File: config.mk
export PLATFORM = sky130hd
export DESIGN_NAME = mkio_rx_writer_flat
export DESIGN_NICKNAME = d
export VERILOG_FILES = /design/src/rtl/mkio_pkg.sv /design/src/rtl/mkio_rx_writer_if.sv /design/src/rtl/mkio_gap_timer.sv /design/src/rtl/mkio_rx_writer.sv /design/src/flat_wrapper.sv
export SDC_FILE = /design/constraint.sdc
export NUM_CORES = 1
export LEC_CHECK = 0
export CORE_UTILIZATION = 47
export DETAILED_ROUTE_END_ITERATION = 12
export GPL_TIMING_DRIVEN = 0
export PLACE_DENSITY_LB_ADDON = 0.12
export SYNTH_ARGS = -nofsm -noshare
export SYNTH_HDL_FRONTEND = slang
export SYNTH_SLANG_ARGS = --single-unit
export TNS_END_PERCENT = 10
File: constraint.sdc
create_clock -name clk -period 4.44 [get_ports clk]
set_input_delay 1.11 -clock clk [delete_from_list [all_inputs] [get_ports clk]]
set_output_delay 1.11 -clock clk [all_outputs]
set_load 0.02 [all_outputs]
File: src/rtl/mkio_pkg.sv
// rtl/mkio_pkg.sv - shared constants and types for the MKIO receive writer
// Command-word field positions, FSM encodings, error causes and reserved addresses.
package mkio_pkg;

   localparam logic [1:0] ST_IDLE = 2'd0;
   localparam logic [1:0] ST_RECV = 2'd1;
   localparam logic [1:0] ST_DONE = 2'd2;

   typedef enum logic [1:0] {
      ERR_NONE   = 2'd0,
      ERR_PARITY = 2'd1,
      ERR_SYNC   = 2'd2,
      ERR_GAP    = 2'd3
   } err_code_t;

   localparam int CMD_RTA_LSB = 11;
   localparam int CMD_TR_BIT  = 10;
   localparam int CMD_SA_LSB  = 5;
   localparam int CMD_WC_LSB  = 0;

   localparam logic [4:0] BCAST_ADDR = 5'd31;
   localparam logic [4:0] MODE_SA_LO = 5'd0;
   localparam logic [4:0] MODE_SA_HI = 5'd31;

   // A word-count field of zero encodes a full 32-word message.
   function automatic logic [5:0] wc_to_count(input logic [4:0] wc);
      return (wc == 5'd0) ? 6'd32 : {1'b0, wc};
   endfunction

endpackage

File: src/rtl/mkio_rx_writer_if.sv
// rtl/mkio_rx_writer_if.sv - decoder word stream and buffer-memory write port
// The writer sits on the slave side; the decoder/memory environment on the master side.
interface mkio_rx_writer_if #(
   parameter int DATA_WIDTH = 16,
   parameter int ADDR_WIDTH = 5
);
   logic [15:0]           rx_word;
   logic                  rx_valid;
   logic                  rx_cmd_sync;
   logic                  rx_par_err;
   logic [DATA_WIDTH-1:0] mem_data;
   logic [ADDR_WIDTH-1:0] mem_wraddress;
   logic                  mem_wren;

   modport master (
      output rx_word, rx_valid, rx_cmd_sync, rx_par_err,
      input  mem_data, mem_wraddress, mem_wren
   );

   modport slave (
      input  rx_word, rx_valid, rx_cmd_sync, rx_par_err,
      output mem_data, mem_wraddress, mem_wren
   );
endinterface

File: src/rtl/mkio_gap_timer.sv
// rtl/mkio_gap_timer.sv - inter-word gap watchdog for the receive writer
// Loads to GAP_TIMEOUT, counts down on idle cycles, flags expiry at zero.
module mkio_gap_timer #(
   parameter int GAP_TIMEOUT = 1400
) (
   input  logic clk,
   input  logic reset_n,
   input  logic i_load,
   input  logic i_dec,
   output logic o_expired
);
   localparam int W = $clog2(GAP_TIMEOUT + 1);

   logic [W-1:0] r_cnt;

   always_ff @(posedge clk) begin
      if (!reset_n) begin
         r_cnt <= '0;
      end else if (i_load) begin
         r_cnt <= W'(GAP_TIMEOUT);
      end else if (i_dec && (r_cnt != '0)) begin
         r_cnt <= r_cnt - W'(1);
      end
   end

   assign o_expired = (r_cnt == '0);

endmodule

File: src/rtl/mkio_rx_writer.sv
// rtl/mkio_rx_writer.sv - MKIO RT receive writer: command filter and buffer writer
// Optional broadcast (RTA 31) acceptance is built when MKIO_BCAST_EN is defined.
module mkio_rx_writer
   import mkio_pkg::*;
#(
   parameter int DATA_WIDTH  = 16,
   parameter int ADDR_WIDTH  = 5,
   parameter int GAP_TIMEOUT = 1400
) (
   input  logic             clk,
   input  logic             reset_n,
   input  logic [4:0]       rt_addr,
   mkio_rx_writer_if.slave  bus,
   output logic             busy,
   output logic [4:0]       msg_subaddr,
   output logic [5:0]       msg_count,
   output logic             msg_bcast,
   output logic             msg_done,
   output logic             tx_req,
   output logic             mode_req,
   output logic             msg_err,
   output logic [1:0]       err_code
);

   logic [1:0]            r_state;
   logic [4:0]            r_index;
   logic [DATA_WIDTH-1:0] r_mem_data;
   logic [ADDR_WIDTH-1:0] r_mem_wraddress;
   logic                  r_mem_wren;
   logic [4:0]            r_msg_subaddr;
   logic [5:0]            r_msg_count;
   logic                  r_msg_done;
   logic                  r_tx_req;
   logic                  r_mode_req;
   logic                  r_msg_err;
   err_code_t             r_err_code;

   logic [4:0] w_rta;
   logic [4:0] w_sa;
   logic [4:0] w_wc;
   logic       w_tr;
   logic       w_own;
   logic       w_bcast;
   logic       w_cmd_ok;
   logic       w_is_mode;
   logic       w_mode_acc;
   logic       w_tx_acc;
   logic       w_rx_acc;
   logic       w_latch;
   logic       w_cmd_strobe;
   logic       w_data_strobe;
   logic       w_clean_data;
   logic       w_last;
   logic       w_timer_load;
   logic       w_timer_dec;
   logic       w_timer_expired;

   assign w_rta = bus.rx_word[CMD_RTA_LSB +: 5];
   assign w_tr  = bus.rx_word[CMD_TR_BIT];
   assign w_sa  = bus.rx_word[CMD_SA_LSB +: 5];
   assign w_wc  = bus.rx_word[CMD_WC_LSB +: 5];

   // An own address of 31 would alias broadcast, so it never matches here.
   assign w_own = (w_rta == rt_addr) && (rt_addr != BCAST_ADDR);

`ifdef MKIO_BCAST_EN
   logic r_msg_bcast;

   assign w_bcast = (w_rta == BCAST_ADDR);

   always_ff @(posedge clk) begin
      if (!reset_n) begin
         r_msg_bcast <= 1'b0;
      end else if (w_latch) begin
         r_msg_bcast <= w_bcast;
      end
   end

   assign msg_bcast = r_msg_bcast;
`else
   assign w_bcast   = 1'b0;
   assign msg_bcast = 1'b0;
`endif

   assign w_cmd_strobe  = bus.rx_valid & bus.rx_cmd_sync;
   assign w_data_strobe = bus.rx_valid & ~bus.rx_cmd_sync;
   assign w_cmd_ok      = w_cmd_strobe & ~bus.rx_par_err & (w_own | w_bcast);
   assign w_is_mode     = (w_sa == MODE_SA_LO) || (w_sa == MODE_SA_HI);
   assign w_mode_acc    = w_cmd_ok & w_is_mode;
   // Broadcast transmit has no single responder and is dropped.
   assign w_tx_acc      = w_cmd_ok & ~w_is_mode & w_tr & w_own;
   assign w_rx_acc      = w_cmd_ok & ~w_is_mode & ~w_tr;
   assign w_latch       = w_mode_acc | w_tx_acc | w_rx_acc;

   assign w_clean_data  = w_data_strobe & ~bus.rx_par_err & (r_state == ST_RECV);
   assign w_last        = ({1'b0, r_index} == (r_msg_count - 6'd1));
   assign w_timer_load  = w_rx_acc | w_clean_data;
   assign w_timer_dec   = (r_state == ST_RECV) & ~bus.rx_valid;

   mkio_gap_timer #(
      .GAP_TIMEOUT (GAP_TIMEOUT)
   ) u_gap_timer (
      .clk       (clk),
      .reset_n   (reset_n),
      .i_load    (w_timer_load),
      .i_dec     (w_timer_dec),
      .o_expired (w_timer_expired)
   );

   always_ff @(posedge clk) begin
      if (!reset_n) begin
         r_state         <= ST_IDLE;
         r_index         <= '0;
         r_mem_data      <= '0;
         r_mem_wraddress <= '0;
         r_mem_wren      <= 1'b0;
         r_msg_subaddr   <= '0;
         r_msg_count     <= '0;
         r_msg_done      <= 1'b0;
         r_tx_req        <= 1'b0;
         r_mode_req      <= 1'b0;
         r_msg_err       <= 1'b0;
         r_err_code      <= ERR_NONE;
      end else begin
         r_mem_wren <= 1'b0;
         r_msg_done <= 1'b0;
         r_msg_err  <= 1'b0;
         r_tx_req   <= w_tx_acc;
         r_mode_req <= w_mode_acc;

         if (w_latch) begin
            r_msg_subaddr <= w_sa;
            r_msg_count   <= wc_to_count(w_wc);
         end

         case (r_state)
            ST_RECV: begin
               // A command mid-message aborts it and is itself evaluated as a new command.
               if (w_cmd_strobe) begin
                  r_msg_err  <= 1'b1;
                  r_err_code <= ERR_SYNC;
                  r_index    <= '0;
                  r_state    <= w_rx_acc ? ST_RECV : ST_IDLE;
               end else if (w_data_strobe && bus.rx_par_err) begin
                  r_msg_err  <= 1'b1;
                  r_err_code <= ERR_PARITY;
                  r_state    <= ST_IDLE;
               end else if (w_clean_data) begin
                  r_mem_wren      <= 1'b1;
                  r_mem_data      <= DATA_WIDTH'(bus.rx_word);
                  r_mem_wraddress <= ADDR_WIDTH'(r_index);
                  r_index         <= r_index + 5'd1;
                  if (w_last) begin
                     r_state <= ST_DONE;
                  end
               end else if (w_timer_expired) begin
                  r_msg_err  <= 1'b1;
                  r_err_code <= ERR_GAP;
                  r_state    <= ST_IDLE;
               end
            end
            ST_DONE: begin
               r_msg_done <= 1'b1;
               r_index    <= '0;
               r_state    <= w_rx_acc ? ST_RECV : ST_IDLE;
            end
            default: begin
               if (w_rx_acc) begin
                  r_index <= '0;
                  r_state <= ST_RECV;
               end
            end
         endcase
      end
   end

   assign bus.mem_data      = r_mem_data;
   assign bus.mem_wraddress = r_mem_wraddress;
   assign bus.mem_wren      = r_mem_wren;
   assign busy              = (r_state != ST_IDLE);
   assign msg_subaddr       = r_msg_subaddr;
   assign msg_count         = r_msg_count;
   assign msg_done          = r_msg_done;
   assign tx_req            = r_tx_req;
   assign mode_req          = r_mode_req;
   assign msg_err           = r_msg_err;
   assign err_code          = r_err_code;

endmodule

File: src/flat_wrapper.sv
// flat-port wrapper written by rule: the top's interface ports become plain ports
module mkio_rx_writer_flat import mkio_pkg::*;
#(
   parameter int DATA_WIDTH  = 16,
   parameter int ADDR_WIDTH  = 5,
   parameter int GAP_TIMEOUT = 1400
)
  (clk, reset_n, rt_addr, busy, msg_subaddr, msg_count, msg_bcast, msg_done, tx_req, mode_req, msg_err, err_code, bus_rx_word, bus_rx_valid, bus_rx_cmd_sync, bus_rx_par_err, bus_mem_data, bus_mem_wraddress, bus_mem_wren);
  mkio_rx_writer_if #(.DATA_WIDTH(DATA_WIDTH), .ADDR_WIDTH(ADDR_WIDTH)) bus_i ();
  input  logic clk;
  input  logic reset_n;
  input  logic [4:0] rt_addr;
  output logic busy;
  output logic [4:0] msg_subaddr;
  output logic [5:0] msg_count;
  output logic msg_bcast;
  output logic msg_done;
  output logic tx_req;
  output logic mode_req;
  output logic msg_err;
  output logic [1:0] err_code;
  input wire logic [$bits(bus_i.rx_word)-1:0] bus_rx_word;
  input wire logic [$bits(bus_i.rx_valid)-1:0] bus_rx_valid;
  input wire logic [$bits(bus_i.rx_cmd_sync)-1:0] bus_rx_cmd_sync;
  input wire logic [$bits(bus_i.rx_par_err)-1:0] bus_rx_par_err;
  output wire logic [$bits(bus_i.mem_data)-1:0] bus_mem_data;
  output wire logic [$bits(bus_i.mem_wraddress)-1:0] bus_mem_wraddress;
  output wire logic [$bits(bus_i.mem_wren)-1:0] bus_mem_wren;
  assign bus_i.rx_word = bus_rx_word;
  assign bus_i.rx_valid = bus_rx_valid;
  assign bus_i.rx_cmd_sync = bus_rx_cmd_sync;
  assign bus_i.rx_par_err = bus_rx_par_err;
  assign bus_mem_data = bus_i.mem_data;
  assign bus_mem_wraddress = bus_i.mem_wraddress;
  assign bus_mem_wren = bus_i.mem_wren;
  mkio_rx_writer #(.DATA_WIDTH(DATA_WIDTH), .ADDR_WIDTH(ADDR_WIDTH), .GAP_TIMEOUT(GAP_TIMEOUT)) u_core (.clk(clk), .reset_n(reset_n), .rt_addr(rt_addr), .bus(bus_i), .busy(busy), .msg_subaddr(msg_subaddr), .msg_count(msg_count), .msg_bcast(msg_bcast), .msg_done(msg_done), .tx_req(tx_req), .mode_req(mode_req), .msg_err(msg_err), .err_code(err_code));
endmodule
==> results.cfg, run 1 <==
[outcome]
status = finished, final reports clean

[die]
start_util_pct = 50.3
die_h_um = 77.1
row_count = 26
core-area_sq_um = 5270
pin_count = 67
die_width_um = 77.1
dieArea_sq_um = 5940

[route]
detail-route-antenna-nets = 0
drt_iter0_markers = 159
routed_wl_mm = 6.10
via_count = 2337
firstDrtPassIters = 4
routedWlPerCell_um = 13.6
drc_errors = 0
via_per_inst = 5.19

[logic_synthesis]
synthCells = 300
syn_nets = 333
avgSynthCellArea_sq_um = 8.83
synthTopCellsByArea = dfxtp_1 43%, a21boi_0 8.5%, nand2_1 7.6%
synth_seq_cells = 57
synth_warnings = 0
synth_area_leader_cell = dfxtp_1
async_reset_ff_share_pct = 0
synth_top_area_share_pct = 43.1
synth-edff-count = 0
ys.flop_type = dfxtp_1
ys_seq_area_share_pct = 43.1
yosysUniqueCellTypes = 40
syn_area_sq_um = 2650

[power]
p_per_area_nw_per_um2 = 312
p_clk_share_pct = 49.3
total_power_mw = 1.12
leakagePower_nw = 1.26
swShare_pct = 21.0
pwr-share-comb_pct = 5.2
p_int_mw = 0.889
power_switching_mw = 0.236
seq_power_share_pct = 45.5
ir_drop_mv = 0.274

[clock_network]
cts-root-buf = clkbuf_8
cts_setup_buffers = 0
cts-resized-gates = 0
clk_path_buf_depth = 2
cts_buffers = 9
htree_levels = 3
cts_hold_buf = 0
clk_latency_ps = 340
clk_pin_slew_ps = 60
cts_tree = done
cts_sinks = 57

[timing]
fin_setup_tns_ps = 0
rsz0062_at_grt = false
maxSlewViolCount = 0
clock_skew_ps = 9.95
tightest_slew_ps = 770
period_minus_slack_ps = 3360
min_period_over_period_pct = 75.7
setup_viol_count_final = 0
relSlewSlack_pct = 48.6
fmax_mhz = 298
finalHoldViolCount = 0

[job]
cap_viol_max_count = 0

[critical_path]
ff2ff_path_depth = 6
r2r-end = u_core.u_gap_timer.r_cnt[3]
max_stage_delay_ps = 670
endpoint_kind = flop
reg2reg_from = u_core.u_gap_timer.r_cnt[3]
cp-start-kind = input pin
ff2ff_setup_slack_ps = 2160
critPathArrivalTime_ps = 3620
crit_chain = clkdlybuf4s50_1 > nor3b_1 > and3_1 > clkbuf_1 > clkbuf_1 > nand2_1 > a21boi_0
crit_required_ps = 4700
crit_type = in2reg
critPathMaxFanout = 10
critical_path.most_common_cell = clkbuf_1
crit_slowest_cell = nor3b_1

[min_path]
min_to = u_core.bus.mem_data[1]
worstHoldStart = u_core.bus.mem_data[1]
hold_path_depth = 2
hp-class = reg2reg

[final_layout]
multiInputGateArea_sq_um = 1420
drive_above_1_share_pct = 5.79
regArea_sq_um = 1140
syn2layout_area_growth_pct = 36.1
diodes = 0
final_nets = 408
fillers = 472
design_area_sq_um = 3610

[placed_design]
gp_congestion = 0.799
post-dp-hpwl_mm = 4.42
io_buffers = 64
postPlaceCellArea_sq_um = 3380

[grt]
grt_max_degree = 11
antenna_found_initial = 0
overflow = 0
grt_pass1_wl_mm = 10.7
grt_usage_pct = 23.3
grt_pass1_vias = 2276
-- cells in the final DEF (no fill, tap or decap), types with 7 or more instances in the layout --
master,instances
a21boi_0,30
clkbuf_1,11
clkbuf_8,11
clkdlybuf4s50_1,64
dfxtp_1,57
ha_1,7
inv_1,9
mux2i_1,12
nand2_1,54
nor2_1,13
nor2b_1,15
xnor2_1,12
xor2_1,7
-- registers in the layout, indices dropped and copies added (netlist names), 2 cells and up --
register	count
u_core.bus.mem_data	16
u_core.bus.mem_wraddress	5
u_core.err_code	2
u_core.msg_count	6
u_core.msg_subaddr	5
u_core.r_index	5
u_core.r_state	2
u_core.u_gap_timer.r_cnt	11
-- routing by layer --
metal	vias up	GRT usage [%]	routed length, um
met5	-	0	0
met4	0	9.06	136
met3	14	10.5	448
met2	74	37.6	2790
met1	1069	26.9	2730
li1	1180	-	-
-- cell families (layout without fill, tap and decap cells) --
group	after synthesis	count (layout)	synth area share [%]
AND/OR/NAND/NOR	127	127	24.6
other	1	1	0.142
multiplexers	12	12	4.53
buffers and inverters	23	103	3.49
AO/OA/AOI/OAI	54	54	14.5
XOR/XNOR	19	19	6.28
adder cells (fa/ha/maj)	7	7	3.30
flip-flops	57	57	43.1
-- worst max path at each step --
stage	start	to	slack (ps)	cells after the start
2_1_floorplan	bus_rx_word[11]	u_core.r_index[3]	1710	7
3_3_place_gp	bus_rx_valid	u_core.bus.mem_data[6]	750	7
3_5_place_dp	bus_rx_valid	u_core.bus.mem_data[3]	740	7
4_1_cts	bus_rx_valid	u_core.bus.mem_data[3]	1090	7
5_1_grt	bus_rx_valid	u_core.bus.mem_wraddress[4]	820	7
6_report	bus_rx_valid	u_core.bus.mem_data[3]	1080	7
-- cells in the mapped netlist, types with 2 or more instances --
library cell	number
or3_1	2
nor3b_1	2
xor2_1	7
xnor2_1	12
nor3_1	6
a21boi_0	30
inv_1	9
clkbuf_1	11
and2_1	4
ha_1	7
a21oi_1	5
nor4_1	2
nor2_1	13
nand4_1	5
or4b_1	2
nand2b_1	3
o211a_1	2
mux2i_1	12
dfxtp_1	57
nand3_1	4
a21boi_1	2
nand3b_1	3
o21ai_0	6
or4_1	6
nor2b_1	15
buf_2	2
a41oi_1	2
and3_1	3
a211oi_1	2
nand2_1	54
-- power by group through the flow --
stage	registers [mW]	logic, mW	clock network [mW]
after global routing	0.512	0.0635	0.588
after floorplan	0.524	0.0237	0
final	0.512	0.0586	0.554
after CTS	0.512	0.0588	0.564
after global placement	0.524	0.0583	0
after detailed placement	0.524	0.0586	0
-- area by class of cell --
class / count / area share, %
clock buffer: 11 / 4.20
tap: 70 / 2.43
timing repair buffer: 64 / 17.8
multi-input combinational: 220 / 39.3
buffer: 14 / 1.63
clock inverter: 5 / 2.15
sequential: 57 / 31.6
inverter: 9 / 0.937
-- metrics by stage --
| stage | setup WS (ps) | util (%) | hold WS (ps) | std cells |
|---|---|---|---|---|
| 2_1_floorplan | 1710 | - | 453 | 300 |
| 3_3_place_gp | 755 | 64.1 | 450 | 434 |
| 3_5_place_dp | 738 | 64.1 | 458 | 434 |
| 4_1_cts | 1090 | 68.4 | 465 | 450 |
| 5_1_grt | 821 | 68.4 | 491 | 450 |
| 6_report | 1080 | 68.4 | 462 | 450 |
-- critical path, delay by kind of cell --
| kind | cells | cell delay [ps] |
|---|---|---|
| AOI/OAI and AO/OA | 1 | 160 |
| buffers and inverters | 3 | 1310 |
| and+or+nand+nor | 3 | 1030 |
(Power assumes the default switching activity.)
==> inputs of run 2 (changes only) <==
- clock period: 4.44 -> 3.2 ns (I/O delays scaled with it)
==> run 2 against run 1 <==
  * First-iteration DRC count decreased by 30%
  * Design area increased by 0.14%
  * Clock skew about the same
  * Total power increased by 39%
  * Critical path type unchanged
  * Largest power group unchanged
==> results.cfg, run 2 (synthesis gave the netlist of run 1 again) <==
[placed_design]
post-dp-hpwl_mm = 4.42
pre_cts_ws_ps = -192
gp_congestion = 0.799
place_inst = 434
io_buffers = 64

[timing]
finalHoldViolCount = 0
rsz0062_at_grt = false
fmax_mhz = 344
maxSlewViolCount = 0
worst_slack_ps = 293
relSlewSlack_pct = 55.5
clock_skew_ps = 10.3
whs_ps = 462
tightest_slew_ps = 662
min_period_over_period_pct = 90.8
period_minus_slack_ps = 2910
setup_viol_count_final = 0

[clock_network]
htree_levels = 3
cts_tree = done
cts_sinks = 57
cts_buffers = 9
clk_pin_slew_ps = 60
cts_hold_buf = 0
clk_path_buf_depth = 2
cts-root-buf = clkbuf_8
clk_latency_ps = 350

[critical_path]
crit_type = in2reg
critPathMaxFanout = 10
ff2ff_setup_slack_ps = 910
path_depth = 8
critPathLaunch = bus_rx_valid
cp-endpoint = u_core.r_index[3]
ff2ff_path_depth = 6
max_stage_delay_ps = 560
crit_slowest_cell = clkdlybuf4s50_1
r2r-end = u_core.u_gap_timer.r_cnt[3]
crit_required_ps = 3480
reg2reg_from = u_core.u_gap_timer.r_cnt[3]
cp-start-kind = input pin
cp_top_family = simple AND/OR/NAND/NOR gates
crit_chain = clkdlybuf4s50_1 > nand2_1 > or3_4 > nor3_4 > a21oi_2 > buf_2 > or4_1 > a21boi_1
critPathArrivalTime_ps = 3180
critical_path_buf_inv_count = 2
endpoint_kind = flop

[route]
firstDrtPassIters = 4
routedWlPerCell_um = 13.6
routed_wl_mm = 6.12
drc_errors = 0
via_per_inst = 5.18
via_count = 2332
detail-route-antenna-nets = 0
drt_iter0_markers = 112

[min_path]
hold_path_depth = 2
hp-class = reg2reg

[final_layout]
fillers = 471
fin_util_pct = 68.5
final_nets = 408
drive_above_1_share_pct = 6.05
multiInputGateArea_sq_um = 1420
regArea_sq_um = 1140
instances_no_fill = 450
layout_common_cells = 64 x clkdlybuf4s50_1, 57 x dfxtp_1, 54 x nand2_1
largest_register_ffs = 16
layout_commonest_cell = clkdlybuf4s50_1
syn2layout_area_growth_pct = 36.3
diodes = 0

[power]
ir_drop_mv = 0.379
pwr-share-comb_pct = 5.2
seq_power_share_pct = 45.5
swShare_pct = 21.1
leakagePower_nw = 1.26
total_power_mw = 1.56
p_per_area_nw_per_um2 = 433
p_clk_share_pct = 49.3
power_switching_mw = 0.330
p_int_mw = 1.23

[grt]
grt_max_degree = 11
grt_pass1_vias = 2276
grt_usage_pct = 23.3
overflow = 0
antenna_found_initial = 0
grt_pass1_wl_mm = 10.7

[die]
core-area_sq_um = 5270
dieArea_sq_um = 5940
die_width_um = 77.1
pin_count = 67
row_count = 26
start_util_pct = 50.3
die_h_um = 77.1

[job]
cap_viol_max_count = 0

[outcome]
status = finished, final reports clean
-- run 2: cell counts in the layout (fill, tap and decap cells not counted) --
Identical to the previous run, type by type.
-- run 2: worst min-delay path by stage --
stage	start	slack, ps	endpoint
6_report	u_core.bus.mem_data[1]	460	u_core.bus.mem_data[1]
5_1_grt	u_core.bus.mem_data[2]	490	u_core.bus.mem_data[2]
4_1_cts	u_core.bus.mem_data[15]	460	u_core.bus.mem_data[15]
3_5_place_dp	u_core.bus.mem_data[1]	460	u_core.bus.mem_data[1]
3_3_place_gp	u_core.bus.mem_data[1]	450	u_core.bus.mem_data[1]
2_1_floorplan	u_core.r_state[1]	450	u_core.r_state[1]
-- run 2: power by group through the flow --
stage	Sequential, mW	Clock (mW)	Combinational [mW]
floorplan	0.727	0	0.0329
global placement	0.727	0	0.0808
detailed placement	0.727	0	0.0813
CTS	0.711	0.783	0.0816
global route	0.710	0.816	0.0886
finish	0.711	0.771	0.0816
-- run 2: layer usage --
| layer | routed length (um) | GRT usage (%) | up-vias |
|---|---|---|---|
| li1 | - | - | 1178 |
| met1 | 2740 | 26.9 | 1075 |
| met2 | 2830 | 37.6 | 68 |
| met3 | 446 | 10.5 | 11 |
| met4 | 104 | 9.06 | 0 |
| met5 | 0 | 0 | - |
-- run 2: metrics by stage --
step	setup TNS, ps	area [sq um]
floorplan	0	2650
global placement	-2490	3380
detailed placement	-2630	3380
CTS	0	3610
global route	0	3610
finish	0	3610
-- run 2: repair_timing --
| item | 4_1_cts | 5_1_grt |
|---|---|---|
| setup endpoints to repair | 0 | 13 |
| gates resized for setup | 0 | 1 |
| setup buffers | 0 | 0 |
-- run 2: tightest hold or removal path, delay by kind of cell (launching register included) --
family / cells / cell delay [ps]
AO/OA/AOI/OAI: 1 / 60
AND/OR/NAND/NOR: 1 / 40
flip-flops: 1 / 310
-- run 2: cell type report --
type	instances	share of cell area, %
sequential	57	31.6
timing repair buffer	64	17.7
tap	70	2.42
clock inverter	5	2.15
inverter	9	0.935
clock buffer	11	4.19
multi-input combinational	220	39.3
buffer	14	1.63
==> inputs of run 3 (changes only) <==
- CAP_MARGIN: not set -> 20
==> results of run 3 <==
Final layout, timing and power as in run 2 (identical DEF).
